==> src/rtl/macs_array.sv <==
// ============================================================================
// Module      : macs_array
// Description : Four-lane 16-bit multiply/accumulate datapath with a
//               programmable inner-product length (ACC_DEPTH terms per sum).
//               Optional macro MACS_MODQ_EN masks accumulators to LOGQ bits.
// Revision    : 1.0 - initial release
// ============================================================================
`default_nettype none

module macs_array #(
  parameter int ACC_DEPTH = 640,
  parameter int LOGQ      = 15
) (
  input  logic        clk,
  input  logic        rstn,
  input  logic        macs_en,
  input  logic        macs_mode,
  input  logic        macs_signal,
  input  logic [31:0] short_data,
  input  logic [63:0] long_data,
  input  logic [63:0] add_data,
  input  logic        acc_clr,
  output logic [63:0] macs_result,
  output logic        result_valid
);

  localparam logic [10:0] c_last = 11'(ACC_DEPTH - 1);

`ifdef MACS_MODQ_EN
  localparam logic [16:0] c_one  = 17'd1;
  localparam logic [15:0] c_mask = 16'((c_one << LOGQ) - 17'd1);
`else
  localparam logic [15:0] c_mask = 16'hFFFF;
`endif

  generate
    if (ACC_DEPTH < 1 || ACC_DEPTH > 2047 || LOGQ < 1 || LOGQ > 16) begin : g_param_check
      $error("macs_array: ACC_DEPTH or LOGQ out of range");
    end
  endgenerate

  logic [3:0][15:0] w_term;
  logic [3:0][15:0] w_sum;
  logic [3:0][15:0] r_s1_term;
  logic             r_s1_valid;
  logic [3:0][15:0] r_acc;
  logic [10:0]      r_cnt;
  logic             r_result_valid;

  generate
    for (genvar gi = 0; gi < 4; gi++) begin : g_lane
      logic [15:0] w_sext;
      logic [15:0] w_prod;
      logic [15:0] w_raw;
      logic [15:0] w_base;

      assign w_sext      = {{8{short_data[8*gi+7]}}, short_data[8*gi +: 8]};
      assign w_prod      = w_sext * long_data[16*gi +: 16];
      assign w_raw       = macs_mode ? add_data[16*gi +: 16] : w_prod;
      assign w_term[gi]  = macs_signal ? (16'd0 - w_raw) : w_raw;
      // First term of each sum overwrites rather than adds.
      assign w_base      = (r_cnt == 11'd0) ? 16'd0 : r_acc[gi];
      assign w_sum[gi]   = (w_base + r_s1_term[gi]) & c_mask;
    end
  endgenerate

  always_ff @(posedge clk or negedge rstn) begin
    if (!rstn) begin
      r_s1_valid <= 1'b0;
      r_s1_term  <= '0;
    end else begin
      r_s1_valid <= macs_en;
      if (macs_en) begin
        r_s1_term <= w_term;
      end
    end
  end

  // Clear takes priority over a pending stage-2 accumulation.
  always_ff @(posedge clk or negedge rstn) begin
    if (!rstn) begin
      r_acc          <= '0;
      r_cnt          <= '0;
      r_result_valid <= 1'b0;
    end else if (acc_clr) begin
      r_acc          <= '0;
      r_cnt          <= '0;
      r_result_valid <= 1'b0;
    end else if (r_s1_valid) begin
      r_acc <= w_sum;
      if (r_cnt == c_last) begin
        r_cnt          <= '0;
        r_result_valid <= 1'b1;
      end else begin
        r_cnt          <= r_cnt + 11'd1;
        r_result_valid <= 1'b0;
      end
    end else begin
      r_result_valid <= 1'b0;
    end
  end

  assign macs_result  = r_acc;
  assign result_valid = r_result_valid;

endmodule

`default_nettype wire

==> config.mk <==
export PLATFORM = sky130hd
export DESIGN_NAME = macs_array
export DESIGN_NICKNAME = d
export VERILOG_FILES = /design/src/rtl/macs_array.sv
export SDC_FILE = /design/constraint.sdc
export NUM_CORES = 1
export LEC_CHECK = 0
export CAP_MARGIN = 20
export CORE_ASPECT_RATIO = 0.6
export CORE_MARGIN = 3
export CORE_UTILIZATION = 29
export CTS_CLUSTER_SIZE = 20
export DETAILED_ROUTE_END_ITERATION = 6
export PLACE_DENSITY = 0.56
export SETUP_SLACK_MARGIN = 0.02
export SYNTH_ARGS = -nofsm -noshare
export SYNTH_HDL_FRONTEND = slang
export SYNTH_SLANG_ARGS = --single-unit
==> constraint.sdc <==
create_clock -name clk -period 3.65 [get_ports clk]
set_input_delay 0.9125 -clock clk [delete_from_list [all_inputs] [get_ports clk]]
set_output_delay 0.9125 -clock clk [all_outputs]
set_load 0.05 [all_outputs]
---- Word level (Yosys, flattened, before mapping) ----
Cells that the tools add are included.
operators by class
  add/subtract/negate cells ............... 9
  multiplexer cells ....................... 20
  eq/ne operators ......................... 1
  multipliers ............................. 4
  reductions and logical operators ........ 2
operator list
  operator                                                                 count
  16-bit two-way mux                                                       12
  64-bit two-way mux                                                       2
  16-bit adder                                                             4
  8-bit by 16-bit multiplier with 16-bit output                            4
  1-bit by 16-bit subtractor with 16-bit output, first input constant      4
  11-bit two-way mux                                                       3
  11-bit by 1-bit adder with 11-bit output, second input constant          1
  11-bit by 10-bit equality test with 1-bit output, second input constant  1
  11-bit zero test                                                         1
  1-bit two-way mux                                                        3
  2-bit nonzero test                                                       1
word-level totals
  flip-flop bits (word level) ............. 141
  output and inout port bits .............. 65
  input bits .............................. 166
  word-level logic and storage cells ...... 47

---- Logic depth before layout (Yosys ltp) ----
  depth after elaboration ................. 5
  mapped depth ............................ 20
  depth with buffers taken out ............ 19

---- Worst setup path after synthesis ----
OpenSTA, ideal clock, no wires.
  path kind ............................... input -> register
  start ................................... input port short_data[2]
  end ..................................... register r_s1_term[15] in the netlist's numbering
  required time ........................... 3.525 ns
  path slack .............................. -2.142 ns
  data arrival time ....................... 5.667 ns
  setup time .............................. 0.125 ns
  stages on the path ...................... 19
  path buffers ............................ 1
  path through ............................ clkbuf_1 > nand2_1 > fa_1 > fa_1 > inv_1 > fa_1 > inv_1 > fa_1 > inv_1 > ha_1 > o21a_1 > a21oi_2 > nor4_1 > a211o_1 > a2111o_1 > or3_4 > o31ai_4 > xnor2_1 > mux2_4
on the way
  longest elaborated chain between the ends .. 4
ends and longest elaborated chain
  item                                             line  source
  start, declared                                  19    input logic [31:0] short_data,
  8-bit by 16-bit multiplier with 16-bit output *  58    assign w_prod = w_sext * long_data[16*gi +: 16];
  16-bit two-way mux *                             59    assign w_raw = macs_mode ? add_data[16*gi +: 16] : w_prod;
  1-bit by 16-bit subtractor with 16-bit output    60    assign w_term[gi] = macs_signal ? (16'd0 - w_raw) : w_raw;
  16-bit two-way mux *                             60
  end signal, assigned                             74    r_s1_term <= w_term;
  end, declared                                    44    logic [3:0][15:0] r_s1_term;
Every way passes the cells marked *; elsewhere a longest branch is shown, timed or not.
A chain may end at the register's enable or synchronous reset.

---- Worst setup path after layout ----
  start ................................... input port long_data[3]
  end ..................................... register r_s1_term[14] in the netlist's numbering
on the way
  longest elaborated chain between the ends .. 4
ends and longest elaborated chain
  item                                             line  source
  start, declared                                  20    input logic [63:0] long_data,
  8-bit by 16-bit multiplier with 16-bit output *  58
  16-bit two-way mux *                             59
  1-bit by 16-bit subtractor with 16-bit output    60
  16-bit two-way mux *                             60
Marks and branches as above.

==> results.yml <==
finish:
  final_common_cell: "buf_4"
  final_area_sq_mm: 0.03315
  layout_common_cells: "buf_4 (412), inv_1 (339), and2_1 (284)"
  layout.nets: 3866
  drive_above_1_share_pct: 32.83
  fin_util_pct: 43.38
  syn2layout_area_growth_pct: 46.51
  stdcell_count: 4306
die:
  die_w_um: 366.6
  start_util_pct: 29.61
  die-area_sq_mm: 0.08151
  ioPinCount: 231
  rows: 78
  die_h_um: 222.3
  core_area_sq_mm: 0.07642
global_routing:
  busiest_layer: "met1"
  grt.total_usage_pct: 17.60
  grt_use_met2_pct: 26.36
  antenna_found_initial: 15
  grt_start_max_net_pins: 58
  overflow: 0
  grt_pass1_vias: 20509
  grt_pass1_wl_um: 114900
  grtUsageMet1_pct: 26.36
  use_met3_pct: 3.984
routing:
  vias_per_cell: 4.599
  route.vias.total: 19803
  drt-total-wl_um: 72490
  drt_iter0_markers: 916
  detail_route.drc_violations: 0
  dr.pass1.iters: 5
  final_antenna_net_count: 0
  wl_per_cell_um: 16.84
outcome:
  violations: "setup timing"
  outcome: "finished, violations left"
sta:
  report.final.slew_viol_count: 0
  rsz0062_at_grt: "yes"
  finalSetupViolCount: 44
  hold_violations: 0
  finalCritPeriodShare_pct: 148.1
  final.setup_skew_ns: 0.01793
  setup_ws_ns: -1.755
  post-route-min-period_ns: 5.405
  max_freq_ghz: 0.1850
  worst_slew_pin_slew_ns: 0.8678
  slew_headroom_pct: 42.14
pwr:
  fin_total_pwr_mw: 22.13
  power_density_mw_per_mm2: 667.8
  ir_drop_uv: 312.4
  leakage_nw: 15.61
clock_network:
  cts.sinks: 141
  numCtsBuffers: 17
  htree_levels: 4
  clockRootBuffer: "clkbuf_16"
  tritoncts: "built"
  cts.clk_slew.worst_paths_ns: 0.07
  ctsHoldBuffers: 0
  insertion_delay_ns: 0.44
  clk_path_buf_depth: 2
logic_synthesis:
  synth_seq_cells: 141
  syn_inst: 2594
  synth-xor-area-share_pct: 7.782
  synth_top_family_by_area: "adder cells"
  yosys.area_share.adder_pct: 33.12
  synth.area.mux_share_pct: 4.884
  yosys_warnings: 0
  synth_top_area_cell: "fa_1"
  netlist.area_leader.share_pct: 21.95
  synth_area_sq_mm: 0.02262
  synth-edff-count: 0
  syn_nets: 3210
  ys.flop_type: "dfrtp_1"
  synth_compound_area_share_pct: 10.25
  ys_seq_area_share_pct: 15.60
  synth.avg_cell_area_sq_um: 8.721
  ys_types: 75
  synth-simple-area-share_pct: 20.26
  async_reset_ff_share_pct: 100.0
  synth_area_leaders: "fa_1 (22%), dfrtp_1 (16%), ha_1 (11%)"
critical_path:
  start_kind: "primary input"
  r2r_setup_slack_ns: 0.02
  r2r-start: "r_cnt[0]"
  critical_path_required_ns: 3.97
  worstPathArrival_ns: 5.73
  r2r-end: "macs_result[14]"
  end_kind: "flip-flop"
  cp_max_fo: 5
  setup.worst_path.class: "primary input to flip-flop"
  cp-startpoint: "long_data[3]"
  reg2reg_depth: 19
placed_design:
  placed_area_sq_mm: 0.02947
  port-buffer-count: 230
  dp_hpwl_um: 57940
  post-place-cells: 4179
  globalplace.congestion: 0.8605
flow_run:
  maxCapViolCount: 0
min_path:
  hp-class: "primary input to asynchronous set/reset pin"
-- synthesized netlist by cell type, types with 57 or more instances --
cell      instances
nand2_1         189
xor2_1           59
fa_1            248
o21ai_0          68
inv_1           397
dfrtp_1         141
a21oi_1          68
xnor2_1         142
and2_1          340
clkbuf_1         57
ha_1            202
nor2_1          159
-- cell families (layout without fill, tap and decap cells) --
kind of cell | after synthesis | after routing
AO/OA/AOI/OAI | 344 | 344
XOR/XNOR | 201 | 201
adder cells (fa/ha/maj) | 450 | 450
buffers and inverters | 481 | 1149
flip-flops | 141 | 141
multiplexers | 104 | 104
other | 0 | 4
AND/OR/NAND/NOR | 873 | 873
-- timing repair --
item / 4_1_cts / 5_1_grt
gates resized for setup: 678 / 245
setup endpoints to repair: 59 / 71
setup buffers: 72 / 40
gates cloned: 5 / 1
hold endpoints to repair: 0 / 0
pin swaps: 233 / 218
-- flip-flops by register name, summed over array words and instances, names as in the netlist --
register      flops
macs_result      64
r_cnt            11
r_s1_term        64
r_s1_valid        1
result_valid      1
-- layout make-up --
| class | instances | area [sq um] |
|---|---|---|
| fillers | 7506 | 43270 |
| inverters | 401 | 1521 |
| flip-flops and latches | 141 | 3530 |
| repair buffers | 717 | 6440 |
| clock buffers | 19 | 442.9 |
| well taps | 1040 | 1301 |
| diodes | 4 | 10.01 |
| clock inverters | 12 | 183.9 |
| multi-input cells | 1972 | 19720 |
-- per-stage QoR --
stage                     setup slack, ns  hold slack, ns  setup TNS, ns
after floorplan                    -1.870          0.4875         -47.95
after global placement             -2.613          0.5033         -94.92
after detailed placement           -2.665          0.5075         -95.91
after CTS                          -1.709          0.4377         -48.48
after global routing               -1.820          0.4379         -54.90
final                              -1.755          0.4164         -49.30
-- power breakdown --
group	internal, mW	leakage, nW	switching, mW
Combinational	9.03	13.5	8.62
Clock	1.17	0.301	0.759
Sequential	2.06	1.77	0.501
-- worst max path at each step --
stage	end	cells past startpoint
after floorplan	r_s1_term[15]	19
after global placement	r_s1_term[63]	20
final	r_s1_term[14]	19
after CTS	r_s1_term[15]	21
after global routing	r_s1_term[14]	19
after detailed placement	r_s1_term[63]	19
-- critical path: stages --
cell and delay, ns:
buf_6 0.11, buf_6 0.11, and2_4 0.15, fa_1 0.56
fa_2 0.45, fa_1 0.56, inv_2 0.04, fa_1 0.51
inv_2 0.05, ha_4 0.28, nor2_4 0.04, a22o_1 0.21
or3_4 0.37, a2111o_1 0.37, or3_4 0.40, buf_6 0.13
o21ai_4 0.13, xnor2_1 0.08, mux2_4 0.25
-- metal layers --
metal	vias to the layer above	part of all wire (%)
met1	9683	51
met3	58	5.2
met5	-	0.16
met4	18	0.81
met2	337	42
li1	9707	-
No activity file was read; power rests on OpenSTA's default activity.
